### src/rtl/video_stream_gen_if.sv
// rtl/video_stream_gen_if.sv - pixel fetch and video output bundle for video_stream_gen
//
// Purpose: groups the frame-source fetch handshake and the timed video output
// of video_stream_gen into one bundle.
// Signals:
//   pix_req      generator -> source  pixel fetch strobe
//   pix_data     source -> generator  pixel value, valid the cycle after pix_req
//   ycbcr_vs     generator -> sink    vertical sync
//   ycbcr_hs     generator -> sink    horizontal sync
//   ycbcr_de     generator -> sink    active-video flag
//   ycbcr_y      generator -> sink    luma pixel
//   frame_start  generator -> sink    pulse at the first counter position of a frame
//   frame_done   generator -> sink    pulse at the last counter position of a frame
// Modports: master = generator side, slave = source/sink side.

interface video_stream_gen_if;
    logic       pix_req;
    logic [7:0] pix_data;
    logic       ycbcr_vs;
    logic       ycbcr_hs;
    logic       ycbcr_de;
    logic [7:0] ycbcr_y;
    logic       frame_start;
    logic       frame_done;

    modport master (
        output pix_req,
        input  pix_data,
        output ycbcr_vs,
        output ycbcr_hs,
        output ycbcr_de,
        output ycbcr_y,
        output frame_start,
        output frame_done
    );

    modport slave (
        input  pix_req,
        output pix_data,
        input  ycbcr_vs,
        input  ycbcr_hs,
        input  ycbcr_de,
        input  ycbcr_y,
        input  frame_start,
        input  frame_done
    );
endinterface

### src/rtl/video_stream_gen.sv
// rtl/video_stream_gen.sv - raster timing generator with pixel fetch and aligned video output
//
// Purpose: runs an h/v raster counter while enabled, fetches one pixel per
// active position from a frame source and emits sync, data-enable and luma
// with all outputs aligned three clocks after the counter position.
// Ports:
//   clk     in   pixel clock
//   rst_n   in   asynchronous active-low reset
//   enable  in   run request, only honoured at a frame boundary
//   busy    out  high while the raster is running
//   vid     master side of video_stream_gen_if (pix_req/pix_data, ycbcr_*, frame_*)

module video_stream_gen #(
    parameter int H_SYNC   = 40,
    parameter int H_BP     = 220,
    parameter int H_ACTIVE = 1280,
    parameter int H_FP     = 110,
    parameter int V_SYNC   = 5,
    parameter int V_BP     = 20,
    parameter int V_ACTIVE = 720,
    parameter int V_FP     = 5,
    parameter bit SYNC_POL = 1'b0
) (
    input  logic                  clk,
    input  logic                  rst_n,
    input  logic                  enable,
    output logic                  busy,
    video_stream_gen_if.master    vid
);

    localparam int H_TOTAL = H_SYNC + H_BP + H_ACTIVE + H_FP;
    localparam int V_TOTAL = V_SYNC + V_BP + V_ACTIVE + V_FP;
    localparam int HW      = $clog2(H_TOTAL);
    localparam int VW      = $clog2(V_TOTAL);

    localparam int H_ACT_START = H_SYNC + H_BP;
    localparam int H_ACT_END   = H_ACT_START + H_ACTIVE;
    localparam int V_ACT_START = V_SYNC + V_BP;
    localparam int V_ACT_END   = V_ACT_START + V_ACTIVE;

    localparam logic [HW-1:0] H_LAST = HW'(H_TOTAL - 1);
    localparam logic [VW-1:0] V_LAST = VW'(V_TOTAL - 1);

    typedef enum logic {
        IDLE = 1'b0,
        RUN  = 1'b1
    } state_t;

    state_t        state, state_next;
    logic [HW-1:0] h_cnt, h_next;
    logic [VW-1:0] v_cnt, v_next;

    always_ff @(posedge clk or negedge rst_n) begin
        if (!rst_n) begin
            state <= IDLE;
            h_cnt <= '0;
            v_cnt <= '0;
        end else begin
            state <= state_next;
            h_cnt <= h_next;
            v_cnt <= v_next;
        end
    end

    // enable is only looked at on the last position of a frame, so a frame
    // once started always runs to completion.
    always_comb begin
        state_next = state;
        h_next     = h_cnt;
        v_next     = v_cnt;
        case (state)
            IDLE: begin
                h_next = '0;
                v_next = '0;
                if (enable) begin
                    state_next = RUN;
                end
            end
            RUN: begin
                if (h_cnt == H_LAST) begin
                    h_next = '0;
                    if (v_cnt == V_LAST) begin
                        v_next = '0;
                        if (!enable) begin
                            state_next = IDLE;
                        end
                    end else begin
                        v_next = v_cnt + VW'(1);
                    end
                end else begin
                    h_next = h_cnt + HW'(1);
                end
            end
            default: begin
                state_next = IDLE;
            end
        endcase
    end

    // Position decode of the current counters (stage 0). Sync flags are kept
    // as "asserted" internally and mapped to SYNC_POL only at the output.
    logic run;
    logic h_act, v_act, h_sync, v_sync;
    logic act0, hs0, vs0, fs0, fd0;

    assign run    = (state == RUN);
    assign h_act  = (32'(h_cnt) >= H_ACT_START) && (32'(h_cnt) < H_ACT_END);
    assign v_act  = (32'(v_cnt) >= V_ACT_START) && (32'(v_cnt) < V_ACT_END);
    assign h_sync = (32'(h_cnt) < H_SYNC);
    assign v_sync = (32'(v_cnt) < V_SYNC);

    assign act0 = run && h_act && v_act;
    assign hs0  = run && h_sync;
    assign vs0  = run && v_sync;
    assign fs0  = run && (h_cnt == '0) && (v_cnt == '0);
    assign fd0  = run && (h_cnt == H_LAST) && (v_cnt == V_LAST);

    assign busy = run;

    // Stage 1 issues the fetch, stage 2 is the cycle the source answers in,
    // stage 3 is the aligned output. Timing flags ride the same three stages.
    logic hs1, vs1, fs1, fd1;
    logic req2, hs2, vs2, fs2, fd2;

    always_ff @(posedge clk or negedge rst_n) begin
        if (!rst_n) begin
            vid.pix_req     <= 1'b0;
            hs1             <= 1'b0;
            vs1             <= 1'b0;
            fs1             <= 1'b0;
            fd1             <= 1'b0;
            req2            <= 1'b0;
            hs2             <= 1'b0;
            vs2             <= 1'b0;
            fs2             <= 1'b0;
            fd2             <= 1'b0;
            vid.ycbcr_de    <= 1'b0;
            vid.ycbcr_hs    <= ~SYNC_POL;
            vid.ycbcr_vs    <= ~SYNC_POL;
            vid.ycbcr_y     <= 8'd0;
            vid.frame_start <= 1'b0;
            vid.frame_done  <= 1'b0;
        end else begin
            vid.pix_req     <= act0;
            hs1             <= hs0;
            vs1             <= vs0;
            fs1             <= fs0;
            fd1             <= fd0;

            req2            <= vid.pix_req;
            hs2             <= hs1;
            vs2             <= vs1;
            fs2             <= fs1;
            fd2             <= fd1;

            vid.ycbcr_de    <= req2;
            vid.ycbcr_hs    <= hs2 ? SYNC_POL : ~SYNC_POL;
            vid.ycbcr_vs    <= vs2 ? SYNC_POL : ~SYNC_POL;
            // Zero outside active video so blanking never leaks source data.
            vid.ycbcr_y     <= req2 ? vid.pix_data : 8'd0;
            vid.frame_start <= fs2;
            vid.frame_done  <= fd2;
        end
    end

endmodule

### src/flat_wrapper.sv
// flat-port wrapper written by rule: the top's interface ports become plain ports
module video_stream_gen_flat 
#(
    parameter int H_SYNC   = 40,
    parameter int H_BP     = 220,
    parameter int H_ACTIVE = 1280,
    parameter int H_FP     = 110,
    parameter int V_SYNC   = 5,
    parameter int V_BP     = 20,
    parameter int V_ACTIVE = 720,
    parameter int V_FP     = 5,
    parameter bit SYNC_POL = 1'b0
)
  (clk, rst_n, enable, busy, vid_pix_req, vid_pix_data, vid_ycbcr_vs, vid_ycbcr_hs, vid_ycbcr_de, vid_ycbcr_y, vid_frame_start, vid_frame_done);
  video_stream_gen_if vid_i ();
  input  logic clk;
  input  logic rst_n;
  input  logic enable;
  output logic busy;
  output wire logic [$bits(vid_i.pix_req)-1:0] vid_pix_req;
  input wire logic [$bits(vid_i.pix_data)-1:0] vid_pix_data;
  output wire logic [$bits(vid_i.ycbcr_vs)-1:0] vid_ycbcr_vs;
  output wire logic [$bits(vid_i.ycbcr_hs)-1:0] vid_ycbcr_hs;
  output wire logic [$bits(vid_i.ycbcr_de)-1:0] vid_ycbcr_de;
  output wire logic [$bits(vid_i.ycbcr_y)-1:0] vid_ycbcr_y;
  output wire logic [$bits(vid_i.frame_start)-1:0] vid_frame_start;
  output wire logic [$bits(vid_i.frame_done)-1:0] vid_frame_done;
  assign vid_pix_req = vid_i.pix_req;
  assign vid_i.pix_data = vid_pix_data;
  assign vid_ycbcr_vs = vid_i.ycbcr_vs;
  assign vid_ycbcr_hs = vid_i.ycbcr_hs;
  assign vid_ycbcr_de = vid_i.ycbcr_de;
  assign vid_ycbcr_y = vid_i.ycbcr_y;
  assign vid_frame_start = vid_i.frame_start;
  assign vid_frame_done = vid_i.frame_done;
  video_stream_gen #(.H_SYNC(H_SYNC), .H_BP(H_BP), .H_ACTIVE(H_ACTIVE), .H_FP(H_FP), .V_SYNC(V_SYNC), .V_BP(V_BP), .V_ACTIVE(V_ACTIVE), .V_FP(V_FP), .SYNC_POL(SYNC_POL)) u_core (.clk(clk), .rst_n(rst_n), .enable(enable), .busy(busy), .vid(vid_i));
endmodule
### config.mk
export PLATFORM = sky130hd
export DESIGN_NAME = video_stream_gen_flat
export DESIGN_NICKNAME = d
export VERILOG_FILES = /design/src/rtl/video_stream_gen_if.sv /design/src/rtl/video_stream_gen.sv /design/src/flat_wrapper.sv
export SDC_FILE = /design/constraint.sdc
export NUM_CORES = 1
export LEC_CHECK = 0
export BUFFER_PORTS_ARGS = -buffer_cell sky130_fd_sc_hd__buf_2
export CORE_ASPECT_RATIO = 0.7
export CORE_MARGIN = 2
export CORE_UTILIZATION = 47
export DETAILED_ROUTE_END_ITERATION = 7
export GPL_TIMING_DRIVEN = 1
export PLACE_DENSITY = 0.73
export SLEW_MARGIN = 20
export SYNTH_ARGS = -nofsm -noshare
export SYNTH_HDL_FRONTEND = slang
export SYNTH_SLANG_ARGS = --single-unit
export TNS_END_PERCENT = 50
### constraint.sdc
create_clock -name clk -period 2.48 [get_ports clk]
set_input_delay 0.124 -clock clk [delete_from_list [all_inputs] [get_ports clk]]
set_output_delay 0.124 -clock clk [all_outputs]
set_load 0.02 [all_outputs]
Word level (Yosys, flattened, before mapping)
Cells that the tools add are included.

Bits in registers: 45. Input bits: 11. Output and inout bits: 15.

Add/subtract/negate cells: 2. $lt $le $gt $ge: 6. Equality and inequality tests: 3. Muxes and demuxes: 12. Bitwise logic cells: 1. Reduce and logical (&&, ||, !) cells: 12.

Operator list (number): $pmux W11 S2 (1); $mux W10 (2); $pmux W10 S2 (1); $add A11 B1 Y11 const B (1); $eq A11 B11 Y1 const B (1); $ge A11 B9 Y1 const B (1); $logic_not A11 Y1 (1); $lt A11 B11 Y1 const B (1); $lt A11 B6 Y1 const B (1); $mux W11 (1); $add A10 B1 Y10 const B (1); $eq A10 B10 Y1 const B (1); $ge A10 B5 Y1 const B (1); $logic_and A1 B1 Y1 (10); $logic_not A10 Y1 (1); $lt A10 B10 Y1 const B (1); $lt A10 B3 Y1 const B (1); $mux W8 (1); $mux W1 (5); $ne A2 B2 Y1 const B (1); $pmux W1 S2 (1); $not A1 Y1 (1).

Logic depth before layout (Yosys ltp)
Depth after elaboration: 4. Depth in mapped cells: 7. Depth with buffers taken out: 6.

Worst setup path before layout
No wires, ideal clock.

Kind: register to register. From: register u_core.v_cnt[0]. To: register u_core.vid.pix_req. Setup time: 0.135 ns. Arrival time: 1.597 ns. Data required time: 2.345 ns. Setup slack: 0.748 ns. Cell stages (with the launch flop): 7. Clock period less this slack: 1.732 ns. Cell sequence: dfrtp_1 inv_1 ha_1 or3b_2 a311o_1 o2111ai_1 a311oi_1.

Longest elaborated chain between the ends: 3. Elaborated cells between the ends (all ways): 4.

RTL lines: start, declared (line video_stream_gen.sv:51) `logic [VW-1:0] v_cnt, v_next;`; start signal, assigned (line video_stream_gen.sv:61) `v_cnt <= v_next;`; $ge A10 B5 Y1 / $lt A10 B10 Y1 (equally long branches) (line video_stream_gen.sv:108) `assign v_act = (32'(v_cnt) >= V_ACT_START) && (32'(v_cnt) < V_ACT_END);`; $logic_and A1 B1 Y1 (*) (line video_stream_gen.sv:108); $logic_and A1 B1 Y1 (*) (line video_stream_gen.sv:112) `assign act0 = run && h_act && v_act;`; named net u_core.act0 (line video_stream_gen.sv:104) `logic act0, hs0, vs0, fs0, fd0;`; end signal, assigned (line video_stream_gen.sv:144) `vid.pix_req <= act0;`; end, declared (line video_stream_gen_if.sv:27) `output pix_req,`.

Mark *: on every way through the listed nets, which the timed path passes. The rest lies on a longest branch. A chain may end at the register's enable or synchronous reset.

Worst setup path after layout
From: register u_core.v_cnt[1]. To: register u_core.v_cnt[4].

Longest elaborated chain between the ends: 4. Elaborated cells between the ends (all ways): 5.

RTL lines: $add A10 B1 Y10 / $eq A10 B10 Y1 (equally long branches) (line video_stream_gen.sv:88, video_stream_gen.sv:82); $mux W10 (*) (line video_stream_gen.sv:82) `if (v_cnt == V_LAST) begin`; $mux W10 (*) (line video_stream_gen.sv:80) `if (h_cnt == H_LAST) begin`; $pmux W10 S2 (*) (line video_stream_gen.sv:71) `case (state)`.

Mark *: on every way between the ends. The rest lies on a longest branch, timed or not. The select of a mux whose other input is x is not followed.

==> flow_metrics.env <==
export IMPL_max_stage_delay_ns=0.60
export IMPL_cp_end_kind="flop"
export IMPL_start_util_pct=50.2
export IMPL_ys_seq_area_share_pct=55.6
export IMPL_fp_row_count=19
export IMPL_timing_final_crit_period_ns=2.04
export IMPL_synthTopCellsByArea="dfrtp_1 53%, ha_1 4.3%, and2_1 3.4%, xnor2_1 3.0%, nor2_1 3.0%"
export IMPL_critPathKind="flop to flop"
export IMPL_grtUsageTotal_pct=17.7
export IMPL_synth_largest_area_cell="dfrtp_1"
export IMPL_totalPowerFinal_w=0.00122
export IMPL_reg_top3="u_core.h_cnt x11, u_core.v_cnt x10, u_core.vid.ycbcr_y x8"
export IMPL_final_hold_viol_count=0
export IMPL_drtAntennaViolNets=0
export IMPL_synthFlopType="dfrtp_1"
export IMPL_drive_gt1_share_pct=19.4
export IMPL_cts_max_path_buffers=2
export IMPL_synth_edf_count=0
export IMPL_drv_cap=0
export IMPL_netlist_top_cells_count="43 x dfrtp_1, 16 x nor2_1, 13 x inv_1"
export IMPL_die_area_sq_mm=0.00487
export IMPL_nets=233
export IMPL_ir_drop_mv=0.314
export IMPL_grt_pass1_vias=1333
export IMPL_skew_ns=0.0117
export IMPL_ys_seq_elements=45
export IMPL_netlist_instances=187
export IMPL_ys_warn_count=0
export IMPL_clk_pin_slew_ns=0.09
export IMPL_syn_to_final_growth_pct=13.3
export IMPL_tightestPinTransition_ns=0.583
export IMPL_final_max_slew_viol_count=0
export IMPL_drt_wl_total_mm=3.75
export IMPL_clock_latency_ns=0.31
export IMPL_cts_sinks=45
export IMPL_setup_viol=0
export IMPL_drc_errors=0
export IMPL_rsz0062_at_grt="no"
export IMPL_path_cells="inv_1 -> ha_1 -> nand4b_1 -> or4_1 -> and2_1 -> a221o_1"
export IMPL_die_y_um=59.0
export IMPL_largest_reg_flops=11
export IMPL_yosysUniqueCellTypes=45
export IMPL_wl_per_cell_um=14.0
export IMPL_max_clock_freq_mhz=490
export IMPL_top_register="u_core.h_cnt"
export IMPL_grt_start_max_net_pins=46
export IMPL_coreArea_sq_mm=0.00404
export IMPL_drtPass1Iterations=4
export IMPL_cp_slowest_cell="or4_1"
export IMPL_dp_hpwl_mm=2.60
export IMPL_cts_resized=0
export IMPL_die_w_um=82.6
export IMPL_root_buffer="clkbuf_8"
export IMPL_postCtsSetupRepairBufs=0
export IMPL_start_kind="flop"
export IMPL_postCtsHoldBufs=1
export IMPL_fin_setup_tns_ns=0
export IMPL_antenna_found_initial=0
export IMPL_portBuffers=25
export IMPL_viasPerCell=5.39
export IMPL_place_congestion=0.889
export IMPL_io_pins=26
export IMPL_dp_slack_ns=0.472
export IMPL_cts_buffers=5
export IMPL_syn_area_per_cell_sq_um=10.9
export IMPL_slew_headroom_pct=61.0
export IMPL_grt_ovfl_total=0
export IMPL_seqCellArea_sq_mm=0.00113
export IMPL_num_antenna_cells=0
export IMPL_hp_class="input port to flop"
export IMPL_power_density_mw_per_mm2=528
export IMPL_worstPathMaxFanout=11
export IMPL_holdWs_ns=0.0223
export IMPL_fin_crit_sh_pct=82.3
export IMPL_async_flop_share_pct=100
export IMPL_required_ns=2.68
export IMPL_cts_max_level=2
export IMPL_synthesis_nets=205
export IMPL_yosysMostFrequentCell="dfrtp_1"
export IMPL_synth_top_cell_area_share_pct=53.0
export IMPL_grt_pass1_wl_mm=6.35
export IMPL_fin_cells=268
export IMPL_syn_area_sq_mm=0.00203
export IMPL_arrival_ns=2.25
export IMPL_nFillCells=348
export IMPL_num_vias=1444
export IMPL_multi_input_area_sq_um=816
export IMPL_p_leak_nw=1.08
export IMPL_drt_initial_drc_count=105
export IMPL_fin_ws_ns=0.438
export IMPL_cts_tree="done"
export IMPL_place_inst=259
export IMPL_status="completed"
[critical path: cells and delay by family, from the launching register on]
kind                       cells  cell delay (ns)
buffers and inverters          1             0.14
AOI/OAI and AO/OA              1             0.28
adders and majority gates      1             0.18
and+or+nand+nor                3             0.92
DFF                            1             0.42
[kinds of logic (layout without fill, tap and decap cells)]
| family | Yosys count | in the layout | synth area share, % |
|---|---|---|---|
| simple gates | 77 | 77 | 21.1 |
| buf+inv | 20 | 49 | 4.25 |
| fa+ha+maj | 7 | 7 | 4.31 |
| flops | 45 | 45 | 55.6 |
| xor+xnor | 8 | 8 | 3.45 |
| compound gates | 30 | 30 | 11.3 |
[metal layers]
layer / up-vias / share of wire [%] / GRT usage [%] / routed length (um)
met4: 0 / 1.6 / 8.20 / 59
met1: 682 / 51 / 26.3 / 1910
met2: 52 / 40 / 24.1 / 1490
met5: - / 0 / 0 / 0
met3: 5 / 7.7 / 4.73 / 290
li1: 705 / - / - / -
[final cells by class]
class,count,share of cell area [%]
timing repair buffer,28,6.63
multi-input combinational,122,35.5
tap,52,2.83
clock inverter,3,0.924
clock buffer,5,2.99
sequential,45,49.0
inverter,13,2.12
[cells in the final DEF (no fill, tap or decap), drive strengths merged, types with 2 or more instances in the layout]
cell,count
nand2,11
or4,2
xnor2,7
nand3,8
nor2,16
nor3,6
ha,7
a31oi,3
o221ai,2
and3,2
and2,11
nand4,4
or2,2
o21ai,3
or3,3
dfrtp,43
nand2b,4
buf,27
nor4,3
a21oi,9
inv,14
o311ai,2
nand4b,2
dfstp,2
clkbuf,5
[through the flow]
stage | area (sq um) | utilization, %
final | 2300 | 56.9
after global routing | 2300 | 56.9
after CTS | 2300 | 56.9
after detailed placement | 2200 | 54.4
after global placement | 2200 | 54.4
after floorplan | 2030 | -
[power by group]
group	switching [W]	internal (W)
Clock	0.000261	0.000200
Combinational	0.0000152	0.00000692
Sequential	0	0.000733
Total	0.000276	0.000940
[path summary, 6_finish.rpt]
path,to,start,depth (start not counted),slack (ns)
max in group asynchronous,u_core.vid.ycbcr_vs$_DFF_PN1_,rst_n,2,1.74
max,u_core.v_cnt[4]$_DFFE_PN0P_,u_core.v_cnt[1]$_DFFE_PN0P_,6,0.44
min reg2reg,u_core.vid.ycbcr_hs$_DFF_PN1_,u_core.hs2$_DFF_PN0_,1,0.35
min in group asynchronous,u_core.h_cnt[1]$_DFF_PN0_,rst_n,2,0.35
max reg2reg,u_core.v_cnt[4]$_DFFE_PN0P_,u_core.v_cnt[1]$_DFFE_PN0P_,6,0.44
min,u_core.busy$_DFF_PN0_,enable,3,0.02
(Power assumes the default switching activity.)
